[src/rtl/truth_table_scanner_pkg.sv]
// Shared types and sizes for the truth-table scanner and its settle timer.
// The scan walks every input vector of a 4-in/4-out block under test.
package truth_table_scanner_pkg;

    localparam int N_VECTORS = 16;
    localparam int VEC_W     = 4;
    localparam int OUT_W     = 4;
    localparam int CNT_W     = 8;
    localparam int MCNT_W    = 5;

    typedef enum logic [1:0] {
        IDLE,
        SETTLE,
        SAMPLE,
        DONE
    } state_t;

    function automatic logic is_last_vec(input logic [VEC_W-1:0] idx);
        return idx == VEC_W'(N_VECTORS - 1);
    endfunction

endpackage

[src/rtl/truth_table_scanner_settle_timer.sv]
// Loadable down-counter.
// expire_o flags the final count (1), so the owner can act on the same edge the hold time ends.
module settle_timer
    import truth_table_scanner_pkg::*;
(
    input  logic             clk,
    input  logic             rst,
    input  logic             load_i,
    input  logic [CNT_W-1:0] load_val_i,
    input  logic             en_i,
    output logic             expire_o
);

    logic [CNT_W-1:0] count_q;

    always_ff @(posedge clk or posedge rst) begin
        if (rst) begin
            count_q <= '0;
        end else if (load_i) begin
            count_q <= load_val_i;
        end else if (en_i && (count_q != '0)) begin
            count_q <= count_q - CNT_W'(1);
        end
    end

    assign expire_o = (count_q == CNT_W'(1));

endmodule

[src/rtl/truth_table_scanner.sv]
// Sequencer that steps abcd through all 16 vectors.
// Each vector is held SETTLE_CYCLES cycles, then the DUT outputs are captured and compared against the reference.
module truth_table_scanner
    import truth_table_scanner_pkg::*;
#(
    parameter int SETTLE_CYCLES = 4
) (
    input  logic              clk,
    input  logic              rst,
    input  logic              start,
    input  logic              abort,
    output logic [VEC_W-1:0]  abcd,
    input  logic [OUT_W-1:0]  f_dut,
    input  logic [OUT_W-1:0]  f_ref,
    output logic              busy,
    output logic              done,
    output logic [MCNT_W-1:0] mismatch_cnt,
    output logic              fail_seen,
    output logic [VEC_W-1:0]  first_fail,
    input  logic [VEC_W-1:0]  rd_addr,
    output logic [OUT_W-1:0]  rd_data
);

    localparam logic [CNT_W-1:0] SETTLE_LOAD = CNT_W'(SETTLE_CYCLES);

    state_t              state_q;
    logic [VEC_W-1:0]    idx_q;
    logic [VEC_W-1:0]    idx_d;
    logic [VEC_W-1:0]    abcd_q;
    logic                busy_q;
    logic                done_q;
    logic [MCNT_W-1:0]   mcnt_q;
    logic                fail_q;
    logic [VEC_W-1:0]    first_q;
    logic [OUT_W-1:0]    table_q [N_VECTORS];

    logic start_ok;
    logic capture;
    logic last_vec;
    logic vec_bad;
    logic timer_load;
    logic timer_en;
    logic timer_expire;

    assign idx_d      = idx_q + VEC_W'(1);
    assign start_ok   = (state_q == IDLE) && start && !abort;
    assign capture    = (state_q == SAMPLE) && !abort;
    assign last_vec   = is_last_vec(idx_q);
    assign vec_bad    = (f_dut != f_ref);
    assign timer_load = start_ok || (capture && !last_vec);
    assign timer_en   = (state_q == SETTLE) && !abort;

    settle_timer u_settle_timer (
        .clk        (clk),
        .rst        (rst),
        .load_i     (timer_load),
        .load_val_i (SETTLE_LOAD),
        .en_i       (timer_en),
        .expire_o   (timer_expire)
    );

    always_ff @(posedge clk or posedge rst) begin
        if (rst) begin
            state_q <= IDLE;
            idx_q   <= '0;
            abcd_q  <= '0;
            busy_q  <= 1'b0;
            done_q  <= 1'b0;
            mcnt_q  <= '0;
            fail_q  <= 1'b0;
            first_q <= '0;
        end else begin
            done_q <= 1'b0;
            if (abort && (state_q != IDLE)) begin
                // Partial results stay visible; only the sequencing is dropped.
                state_q <= IDLE;
                abcd_q  <= '0;
                busy_q  <= 1'b0;
            end else begin
                case (state_q)
                    IDLE: begin
                        abcd_q <= '0;
                        if (start_ok) begin
                            idx_q   <= '0;
                            mcnt_q  <= '0;
                            fail_q  <= 1'b0;
                            first_q <= '0;
                            busy_q  <= 1'b1;
                            state_q <= SETTLE;
                        end
                    end
                    SETTLE: begin
                        if (timer_expire) begin
                            state_q <= SAMPLE;
                        end
                    end
                    SAMPLE: begin
                        if (vec_bad) begin
                            mcnt_q <= mcnt_q + MCNT_W'(1);
                            if (!fail_q) begin
                                first_q <= idx_q;
                                fail_q  <= 1'b1;
                            end
                        end
                        if (last_vec) begin
                            done_q  <= 1'b1;
                            state_q <= DONE;
                        end else begin
                            idx_q   <= idx_d;
                            abcd_q  <= idx_d;
                            state_q <= SETTLE;
                        end
                    end
                    DONE: begin
                        abcd_q  <= '0;
                        busy_q  <= 1'b0;
                        state_q <= IDLE;
                    end
                    default: begin
                        abcd_q  <= '0;
                        busy_q  <= 1'b0;
                        state_q <= IDLE;
                    end
                endcase
            end
        end
    end

    for (genvar gi = 0; gi < N_VECTORS; gi++) begin : g_table
        always_ff @(posedge clk or posedge rst) begin
            if (rst) begin
                table_q[gi] <= '0;
            end else if (capture && (idx_q == VEC_W'(gi))) begin
                table_q[gi] <= f_dut;
            end
        end
    end

    assign rd_data      = table_q[rd_addr];
    assign abcd         = abcd_q;
    assign busy         = busy_q;
    // An abort landing on the DONE cycle suppresses the completion pulse.
    assign done         = done_q && !abort;
    assign mismatch_cnt = mcnt_q;
    assign fail_seen    = fail_q;
    assign first_fail   = first_q;

endmodule

[config.mk]
export PLATFORM = sky130hd
export DESIGN_NAME = truth_table_scanner
export DESIGN_NICKNAME = d
export VERILOG_FILES = /design/src/rtl/truth_table_scanner_pkg.sv /design/src/rtl/truth_table_scanner_settle_timer.sv /design/src/rtl/truth_table_scanner.sv
export SDC_FILE = /design/constraint.sdc
export NUM_CORES = 1
export LEC_CHECK = 0
export ABC_AREA = 1
export CAP_MARGIN = 20
export CORE_AREA = 8 8 80 152
export CTS_CLUSTER_DIAMETER = 150
export DETAILED_ROUTE_END_ITERATION = 8
export DIE_AREA = 0 0 88 160
export GPL_ROUTABILITY_DRIVEN = 0
export PLACE_DENSITY = 0.72
export SLEW_MARGIN = 25
export SYNTH_ARGS = -nofsm -noshare
export SYNTH_HDL_FRONTEND = slang
export SYNTH_SLANG_ARGS = --single-unit
export TNS_END_PERCENT = 20
[constraint.sdc]
create_clock -name clk -period 3.9 [get_ports clk]
set_clock_uncertainty 0.05 [all_clocks]
set_input_delay 0.39 -clock clk [delete_from_list [all_inputs] [get_ports clk]]
set_output_delay 0.39 -clock clk [all_outputs]
set_load 0.01 [all_outputs]
==> results by group, run 1 <==
STA
  • RSZ-0062 raised after global routing: false
  • Final setup margin: 1.28 ns
  • Tmin final: 2.62 ns
  • Setup violators final: 0
  • Slew margin rel.: 53.5%
  • Fmax: 0.381 GHz
  • Fin crit share: 67.2%
  • Fin. max-slew vios: 0
  • Final hold vios: 0
  • Setup TNS: 0 ns
  • Worst slew pin tran: 0.697 ns

Clocking
  • H-tree Lvls: 3
  • Root buffer cell: clkbuf_16
  • Sink Count: 94
  • Worst-path clk slew: 0.06 ns
  • CTS tree: built
  • Clk buf depth: 2
  • CTS hold repair buffers: 0
  • # Post-CTS Setup Buffers: 0
  • Post-CTS sizing: 0
  • CTS Buf Count: 9
  • Later-pin clock latency in the skew report: 0.34 ns

Synthesis
  • Syn_nets: 628
  • Synth area leader: dfrtp_1
  • Seq/Total Area, Yosys: 47.8%
  • Syn avg cell area: 8.21 µm²
  • Yosys reg bits: 94
  • Yosys warns: 0
  • Area contributors post-synth: dfrtp_1 48%, nand2_1 9.8%, o21ai_0 6.6%
  • Mapped Area: 4920 µm²
  • Distinct cells, synth: 35
  • Synth top area share: 47.8%
  • Synthesized instance count: 600

Finish
  • Synth-to-layout area growth: 16.1%
  • Layout cells sized above 1: 10.6%
  • Design area: 5720 µm²
  • Net count, final: 658
  • Diode count: 0

Global route
  • First-pass GRT wire length: 20400 µm
  • Pin count of the biggest net entering global routing: 43
  • Met3 usage in global routing: 3.80%
  • Initial antenna violation count: 0
  • Global route total overflow: 0
  • Grt peak-use layer: met2
  • Number of global-route vias before repair: 4138
  • GRT met1 Usage: 18.7%
  • GR Layer Usage met2: 33.2%
  • Global Route Usage Sum: 18.9%

Worst setup path
  • Worst Setup End Kind: output port
  • Critical Path Fanout Max: 9
  • Reg2reg path depth: 8
  • Slowest stage delay, CP: 0.71 ns
  • Cell breakdown of the critical path: clkdlybuf4s50_1 -> inv_1 -> nand3_1 -> nand3_1 -> nand2_1 -> clkdlybuf4s50_1
  • Worst EP required: 3.46 ns
  • WP data arrival: 2.18 ns
  • CP max stage cell: clkdlybuf4s50_1
  • Startpoint Class: input port
  • Crit path kind: input port to output port

Power and ir drop
  • P per Cell Area: 552 nW/µm²
  • Peak VDD IR: 353 µV
  • Leak: 2.63 nW

Detailed routing
  • 1st-pass router iterations: 4
  • Post-route DRC violation count: 0
  • Iter 0 DRT Violations: 209
  • Routed WL: 12400 µm
  • Mean number of vias per cell: 5.26
  • Routed vias: 4046
  • Routed WL per cell: 16.1 µm
  • Routed Antenna Nets: 0

Outcome
  • Outcome: finished, final reports clean

Worst hold path
  • HP Class: input port to async pin

Placement
  • Area after DPL: 5370 µm²
  • HPWL after DPL: 9260 µm
  • Worst slack, placed: 1.30 ns
  • Input/output buffers: 35

Floorplanning
  • Core footprint: 10100 µm²
  • Io pins: 36
  • Row count: 52
  • Initial Util: 48.8%
  • Die area: 14100 µm²
  • Die span in x: 88 µm
  • Die Ht: 160 µm

Job
  • Number of max-cap violations: 0
==> state kept, by name, indices dropped and copies added, names as in the netlist <==
| register | flops |
|---|---|
| busy | 1 |
| done_q | 1 |
| first_fail | 4 |
| state_q | 2 |
| mismatch_cnt | 5 |
| fail_seen | 1 |
| idx_q | 4 |
| abcd | 4 |
| u_settle_timer.count_q | 8 |
| table_q | 64 |
==> cells in the mapped netlist (all sizes together) <==
| cell | instances |
|---|---|
| a21boi | 1 |
| a21oi | 38 |
| buf | 11 |
| clkbuf | 10 |
| clkinv | 2 |
| dfrtp | 94 |
| ha | 12 |
| inv | 68 |
| nand2 | 138 |
| nand3 | 45 |
| nand3b | 1 |
| nand4 | 9 |
| nor2 | 65 |
| nor3 | 1 |
| o211ai | 19 |
| o21a | 1 |
| o21ai | 75 |
| o22ai | 1 |
| or2 | 1 |
| xnor2 | 4 |
| xor2 | 4 |
==> report_power, final <==
group / internal (mW) / switching [mW]
clock: 0.642 / 0.361
combinational: 0.329 / 0.604
sequential: 1.11 / 0.108
total: 2.08 / 1.07
==> logic make-up (layout without fill, tap and decap cells) <==
logic type,Yosys count,in the layout,synth area share [%]
compound gates,135,135,15.7
xor+xnor,8,8,1.42
fa+ha+maj,12,12,3.05
simple gates,260,260,24.5
buf+inv,91,125,7.60
flops,94,94,47.8
==> stage by stage <==
stage               total power [mW]  instances  hold WS, ns  util, %
global placement                2.14        754        0.409     53.3
CTS                             3.18        769        0.433     56.7
finish                          3.16        769        0.408     56.7
floorplan                       1.93        600        0.398        -
global route                    3.36        769        0.461     56.7
detailed placement              2.16        754        0.416     53.3
==> worst max-delay path, delay by kind of cell <==
family	cells	cell delay, ns
AND/OR/NAND/NOR	3	0.30
buffers and inverters	3	1.48
==> worst paths after layout <==
check / slack, ns / end / from
max reg2reg: 1.78 / table_q[9] / state_q[0]
min reg2reg: 0.42 / first_fail[0] / first_fail[0]
min: 0.41 / table_q[15] / rst
max in group asynchronous: 2.54 / first_fail[3] / rst
min in group clk: 0.42 / first_fail[0] / first_fail[0]
max: 1.28 / rd_data[0] / rd_addr[2]
==> metal layers <==
metal / share of wire [%] / vias up
met3: 3.2 / 42
met5: 0 / -
met4: 5.8 / 0
li1: - / 2014
met1: 37 / 1900
met2: 54 / 90
==> layout by cell type (no fill, tap or decap), types with 9 or more instances in the layout <==
cell type	n
a21oi_1	38
clkbuf_16	9
clkdlybuf4s50_1	34
dfrtp_1	94
ha_1	12
inv_1	60
nand2_1	128
nand3_1	43
nand4_1	9
nor2_1	48
nor2_4	10
o211ai_1	19
o21ai_0	65
==> cell type report <==
| type | instances | area (µm²) |
|---|---|---|
| Timing Repair Buffer | 40 | 383 |
| Sequential cell | 94 | 2350 |
| Multi-Input combinational cell | 415 | 2200 |
| Clock buffer | 10 | 239 |
| Clock inverter | 5 | 106 |
| Tap cell | 135 | 169 |
| Fill cell | 915 | 4370 |
| Inverter | 70 | 268 |
No activity file was read; power rests on OpenSTA's default activity.
==> run 2, diff against run 1 <==
--- a/config.mk
+++ b/config.mk
@@ -12,7 +12,7 @@
 export DETAILED_ROUTE_END_ITERATION = 8
 export DIE_AREA = 0 0 88 160
 export GPL_ROUTABILITY_DRIVEN = 0
-export PLACE_DENSITY = 0.72
+export PLACE_DENSITY = 0.75
 export SLEW_MARGIN = 25
 export SYNTH_ARGS = -nofsm -noshare
 export SYNTH_HDL_FRONTEND = slang
==> constraint.sdc (replaced) <==
create_clock -name clk -period 2.4 [get_ports clk]
set_clock_uncertainty 0.05 [all_clocks]
set_input_delay 0.24 -clock clk [delete_from_list [all_inputs] [get_ports clk]]
set_output_delay 0.24 -clock clk [all_outputs]
set_load 0.01 [all_outputs]
==> run 2 against run 1 <==
Net effect: core utilization is 0.34 points higher; combinational power is 66% higher; clock-buffer cell count is 1 higher; hold slack worse by 0.078 ns; non-clock buffer count is 6 higher; critical endpoint is now rd_data[3]; routed wire length is 0.49% higher; first-iteration DRC count is 5.3% lower; clock power is 40% higher; critical path depth stayed put.
==> results by group, run 2 (same netlist as run 1, synthesis figures left out) <==
Clocking
  • CTS tree: built
  • CTS hold repair buffers: 0 (unchanged)
  • Clk buf depth: 2 (unchanged)
  • CTS Buf Count: 9 (unchanged)
  • H-tree Lvls: 3 (unchanged)
  • Root buffer cell: clkbuf_16
  • Post-CTS sizing: 0 (unchanged)
  • Sink Count: 94 (unchanged)
  • Worst-path clk slew: 0.07 ns (about the same)
  • # Post-CTS Setup Buffers: 0 (unchanged)
  • Later-pin clock latency in the skew report: 0.34 ns (about the same)

STA
  • Final hold slack: 0.330 ns (-0.0780 ns)
  • Fin. max-slew vios: 0 (unchanged)
  • Fin crit share: 91.2%
  • Tmin final: 2.19 ns
  • Slew margin rel.: 64.6% (+11 points)
  • Final setup margin: 0.211 ns (-1.07 ns)
  • Setup TNS: 0 ns (unchanged)
  • Setup violators final: 0 (unchanged)
  • Final hold vios: 0 (unchanged)
  • Worst slew pin tran: 0.529 ns (-0.168 ns)
  • Fmax: 0.457 GHz
  • RSZ-0062 raised after global routing: false

Finish
  • Reg area: 2350 µm² (unchanged)
  • Layout cells sized above 1: 11.5% (+0.98 points)
  • Largest register FFs: 64 (unchanged)
  • Most frequent cells in the layout: 128 x nand2_1, 94 x dfrtp_1, 65 x o21ai_0, 60 x inv_1, 48 x nor2_1
  • FILL cells: 873 (-4.6%)
  • Most common cell after layout, fill and taps aside: nand2_1
  • Diode count: 0 (unchanged)
  • Register bank with the most flops: table_q
  • Final cell count without fillers: 776 (+0.91%)
  • Net count, final: 664 (+0.91%)
  • Footprint of the multi-input gates: 2200 µm² (unchanged)
  • Layout Utilization: 57.0% (+0.34 points)
  • Synth-to-layout area growth: 16.7%
  • Design area: 5750 µm² (+0.59%)

Detailed routing
  • Routed Antenna Nets: 0 (unchanged)
  • Routed WL per cell: 16.0 µm (-0.41%)
  • Routed vias: 4120 (+1.8%)
  • Mean number of vias per cell: 5.31 (+0.91%)
  • Iter 0 DRT Violations: 198 (-5.3%)
  • Post-route DRC violation count: 0 (unchanged)
  • 1st-pass router iterations: 5 (+1)
  • Routed WL: 12400 µm (+0.49%)

Worst setup path
  • Worst EP required: 2.11 ns (-1.35 ns)
  • R2R setup slack: 0.46 ns (-1.32 ns)
  • Reg2reg path depth: 7 (-1)
  • Critical Path Source: rd_addr[2]
  • Startpoint Class: input port
  • R2R Path Start: state_q[0]
  • Critical Path Fanout Max: 8 (-1)
  • Critical path destination: rd_data[3]
  • Worst Setup End Kind: output port
  • WP data arrival: 1.90 ns (-0.28 ns)
  • Crit path kind: input port to output port
  • R2R Path End: table_q[25]

Global route
  • First-pass GRT wire length: 20600 µm (+0.98%)
  • Global route total overflow: 0 (unchanged)
  • Number of global-route vias before repair: 4149 (+0.27%)
  • Global Route Usage Sum: 19.2% (+0.30 points)
  • Initial antenna violation count: 0 (unchanged)
  • Pin count of the biggest net entering global routing: 95 (+120%)

Floorplanning
  • Die area: 14100 µm² (unchanged)
  • Io pins: 36 (unchanged)
  • Die span in x: 88 µm (unchanged)
  • Die Ht: 160 µm (unchanged)
  • Initial Util: 48.8% (unchanged)
  • Core footprint: 10100 µm² (unchanged)
  • Row count: 52 (unchanged)

Placement
  • Cells after DPL: 760 (+0.80%)
  • HPWL after DPL: 9380 µm (+1.3%)
  • Area after DPL: 5460 µm² (+1.6%)
  • Worst slack, placed: 0.226 ns (-1.07 ns)
  • Input/output buffers: 35 (unchanged)

Power and ir drop
  • Power, Total: 4.93 mW (+56%)
  • Peak VDD IR: 476 µV (+35%)
  • Leak: 2.65 nW (+0.69%)
  • P per Cell Area: 858 nW/µm² (+55%)

Job
  • Number of max-cap violations: 0 (unchanged)

Worst hold path
  • HP Class: input port to async pin

Outcome
  • Outcome: finished, final reports clean
run 2: cell types whose count changed in the layout (fill, tap and decap cells not counted):
cell | before | now
buf_12 | 0 | 3
buf_4 | 5 | 8
bufinv_16 | 3 | 0
clkbuf_8 | 1 | 2
clkinv_4 | 0 | 1
clkinvlp_4 | 1 | 2
inv_8 | 0 | 1
run 2: power breakdown:
part	switching (mW)	total [mW]	internal (mW)
Sequential	0.179	1.99	1.81
Combinational	0.991	1.55	0.559
Clock	0.626	1.40	0.770
run 2: worst min path at each step:
stage	from	end	slack [ns]	cells past startpoint
CTS	rst	table_q[24]	0.35	3
floorplan	f_dut[0]	table_q[0]	0.31	2
finish	rst	table_q[16]	0.33	3
global placement	first_fail[1]	first_fail[1]	0.41	2
detailed placement	abcd[3]	abcd[3]	0.42	2
global route	rst	table_q[16]	0.36	3
run 2: layout make-up:
cell class / instances / area share, %
clock buffers: 11 / 4.40
clock inverters: 5 / 0.718
inverters: 70 / 4.70
multi-input cells: 415 / 38.2
flip-flops and latches: 94 / 40.9
well taps: 135 / 2.94
repair buffers: 46 / 8.10
run 2: routing by layer:
layer / up-vias / track usage (%) / share of wire, %
met4: 0 / 12.7 / 6.3
met5: - / 0 / 0
met1: 1937 / 19.0 / 36
met2: 109 / 33.8 / 54
met3: 42 / 4.32 / 4.1
li1: 2032 / - / -
run 2: worst max-delay path: stages:
cell             delay, ns
clkdlybuf4s50_1       0.59
inv_1                 0.19
nand3_1               0.17
nand3_1               0.09
nand2_1               0.07
clkdlybuf4s50_1       0.54
==> run 3, diff against run 2 <==
--- a/config.mk
+++ b/config.mk
@@ -7,11 +7,10 @@
 export LEC_CHECK = 0
 export ABC_AREA = 1
 export CAP_MARGIN = 20
-export CORE_AREA = 8 8 80 152
+export CORE_AREA = 2 2 74 146
 export CTS_CLUSTER_DIAMETER = 150
 export DETAILED_ROUTE_END_ITERATION = 8
-export DIE_AREA = 0 0 88 160
-export GPL_ROUTABILITY_DRIVEN = 0
+export DIE_AREA = 0 0 76 148
 export PLACE_DENSITY = 0.75
 export SLEW_MARGIN = 25
 export SYNTH_ARGS = -nofsm -noshare
==> run 3 against run 2 <==
Net effect: via count is 0.85% lower; sequential share of layout area is essentially flat; clock-buffer cell count shrank 2; largest cell class unchanged.
==> results by group, run 3 (same netlist as run 1, synthesis figures left out) <==
Global route
  • Global route total overflow: 0 (unchanged)
  • Global Route Usage Sum: 22.4% (+3.2 points)
  • Pin count of the biggest net entering global routing: 95 (unchanged)
  • First-pass GRT wire length: 19700 µm (-4.4%)
  • Initial antenna violation count: 0 (unchanged)
  • Number of global-route vias before repair: 4089 (-1.4%)

Worst setup path
  • R2R Path Start: state_q[0]
  • R2R setup slack: 0.42 ns (-0.04 ns)
  • Worst EP required: 2.11 ns (about the same)
  • Crit path kind: input port to output port
  • Worst Setup End Kind: output port
  • Startpoint Class: input port
  • Reg2reg path depth: 7 (unchanged)
  • WP data arrival: 1.93 ns (+0.03 ns)
  • Critical Path Fanout Max: 30 (+22)
  • Critical Path Source: rd_addr[1]
  • Critical path destination: rd_data[1]
  • R2R Path End: table_q[17]

Clocking
  • Root buffer cell: clkbuf_16
  • CTS Buf Count: 9 (unchanged)
  • Clk buf depth: 2 (unchanged)
  • Worst-path clk slew: 0.07 ns (about the same)
  • Later-pin clock latency in the skew report: 0.35 ns (about the same)
  • # Post-CTS Setup Buffers: 0 (unchanged)
  • H-tree Lvls: 3 (unchanged)
  • CTS tree: built
  • CTS hold repair buffers: 0 (unchanged)
  • Sink Count: 94 (unchanged)
  • Post-CTS sizing: 0 (unchanged)

Floorplanning
  • Row count: 52 (unchanged)
  • Die area: 11200 µm² (-20%)
  • Core footprint: 10100 µm² (unchanged)
  • Io pins: 36 (unchanged)
  • Die span in x: 76 µm (-14%)
  • Die Ht: 148 µm (-7.5%)
  • Initial Util: 48.8% (unchanged)

Power and ir drop
  • Peak VDD IR: 506 µV (+6.4%)
  • Switching pwr: 1.79 mW (-0.33%)
  • P per Cell Area: 848 nW/µm² (-1.2%)
  • Internal power: 3.08 mW (-1.8%)
  • Power, Total: 4.87 mW (-1.2%)
  • Leak: 2.65 nW (about the same)
  • Sw Share: 36.7% (+0.34 points)
  • Reg power frac: 40.6% (+0.3 points)
  • Comb pwr share: 31.4% (about the same)
  • Clock power share: 28.0% (-0.3 points)

Finish
  • Synth-to-layout area growth: 16.7% (about the same)
  • Diode count: 0 (unchanged)
  • Largest register FFs: 64 (unchanged)
  • Register bank with the most flops: table_q
  • Most frequent cells in the layout: 128 x nand2_1, 94 x dfrtp_1, 65 x o21ai_0, 60 x inv_1, 48 x nor2_1
  • Layout cells sized above 1: 11.7% (+0.14 points)
  • Final cell count without fillers: 777 (+0.13%)
  • Layout Utilization: 57.0% (about the same)
  • Most common cell after layout, fill and taps aside: nand2_1
  • Net count, final: 665 (+0.15%)

STA
  • Tmin final: 2.22 ns (+0.0337 ns)
  • Setup TNS: 0 ns (unchanged)
  • Fmax: 0.450 GHz (-1.5%)
  • Final hold vios: 0 (unchanged)
  • Setup violators final: 0 (unchanged)
  • Slew margin rel.: 63.7% (-0.87 points)
  • Fin. max-slew vios: 0 (unchanged)
  • Fin crit share: 92.6% (+1.4 points)
  • RSZ-0062 raised after global routing: false
  • Worst slew pin tran: 0.542 ns (+0.0129 ns)

Detailed routing
  • Mean number of vias per cell: 5.26 (-0.98%)
  • Routed vias: 4085 (-0.85%)
  • 1st-pass router iterations: 4 (-1)
  • Routed Antenna Nets: 0 (unchanged)
  • Post-route DRC violation count: 0 (unchanged)
  • Iter 0 DRT Violations: 303 (+53%)
  • Routed WL per cell: 15.3 µm (-4.5%)
  • Routed WL: 11900 µm (-4.3%)

Placement
  • Input/output buffers: 35 (unchanged)
  • Cells after DPL: 761 (+0.13%)
  • HPWL after DPL: 9000 µm (-4.1%)
  • Final GP Congestion: 1.11

Job
  • Number of max-cap violations: 0 (unchanged)

Worst hold path
  • HP Class: input port to async pin

Outcome
  • Outcome: finished, final reports clean
run 3: worst min-delay path by stage:
stage | endpoint | slack (ns) | cells past startpoint
finish | table_q[27] | 0.29 | 3
global route | table_q[25] | 0.36 | 3
CTS | table_q[27] | 0.35 | 3
detailed placement | abcd[3] | 0.41 | 2
global placement | first_fail[0] | 0.41 | 2
floorplan | table_q[0] | 0.31 | 2
run 3: power by group through the flow:
stage               registers (mW)  clock network, mW  logic [mW]
floorplan                     1.98                  0        1.16
global placement              1.99                  0        1.49
detailed placement            2.00                  0        1.53
CTS                           1.97               1.39        1.54
global route                  2.01               1.46        1.75
finish                        1.98               1.36        1.53
run 3: through the flow:
| step | setup WS, ns | hold slack, ns | area, µm² |
|---|---|---|---|
| 3_5_place_dp | 0.206 | 0.414 | 5460 |
| 5_1_grt | 0.0605 | 0.364 | 5750 |
| 2_1_floorplan | 0.829 | 0.311 | 4930 |
| 6_report | 0.177 | 0.291 | 5750 |
| 3_3_place_gp | 0.229 | 0.410 | 5460 |
| 4_1_cts | 0.203 | 0.348 | 5750 |
run 3: metal layers:
| metal | GRT usage, % | vias to the layer above | part of all wire [%] |
|---|---|---|---|
| li1 | - | 2036 | - |
| met1 | 22.6 | 1920 | 37 |
| met2 | 41.6 | 96 | 55 |
| met3 | 3.54 | 33 | 2.7 |
| met4 | 15.2 | 0 | 5.8 |
| met5 | 0 | - | 0 |
run 3: area by class of cell:
type,instances,area (µm²)
Fill cell,919,4340
Sequential cell,94,2350
Multi-Input combinational cell,415,2200
Timing Repair Buffer,47,473
Inverter,70,270
Clock buffer,9,225
Tap cell,135,169
Clock inverter,7,57.6
run 3: worst max-delay path, cell delays in order:
cell and delay [ns]:
clkdlybuf4s50_1 0.44, buf_12 0.18, a21oi_1 0.13, o21ai_0 0.16
nand3_1 0.11, nand3_1 0.07, nand2_1 0.06, clkdlybuf4s50_1 0.53
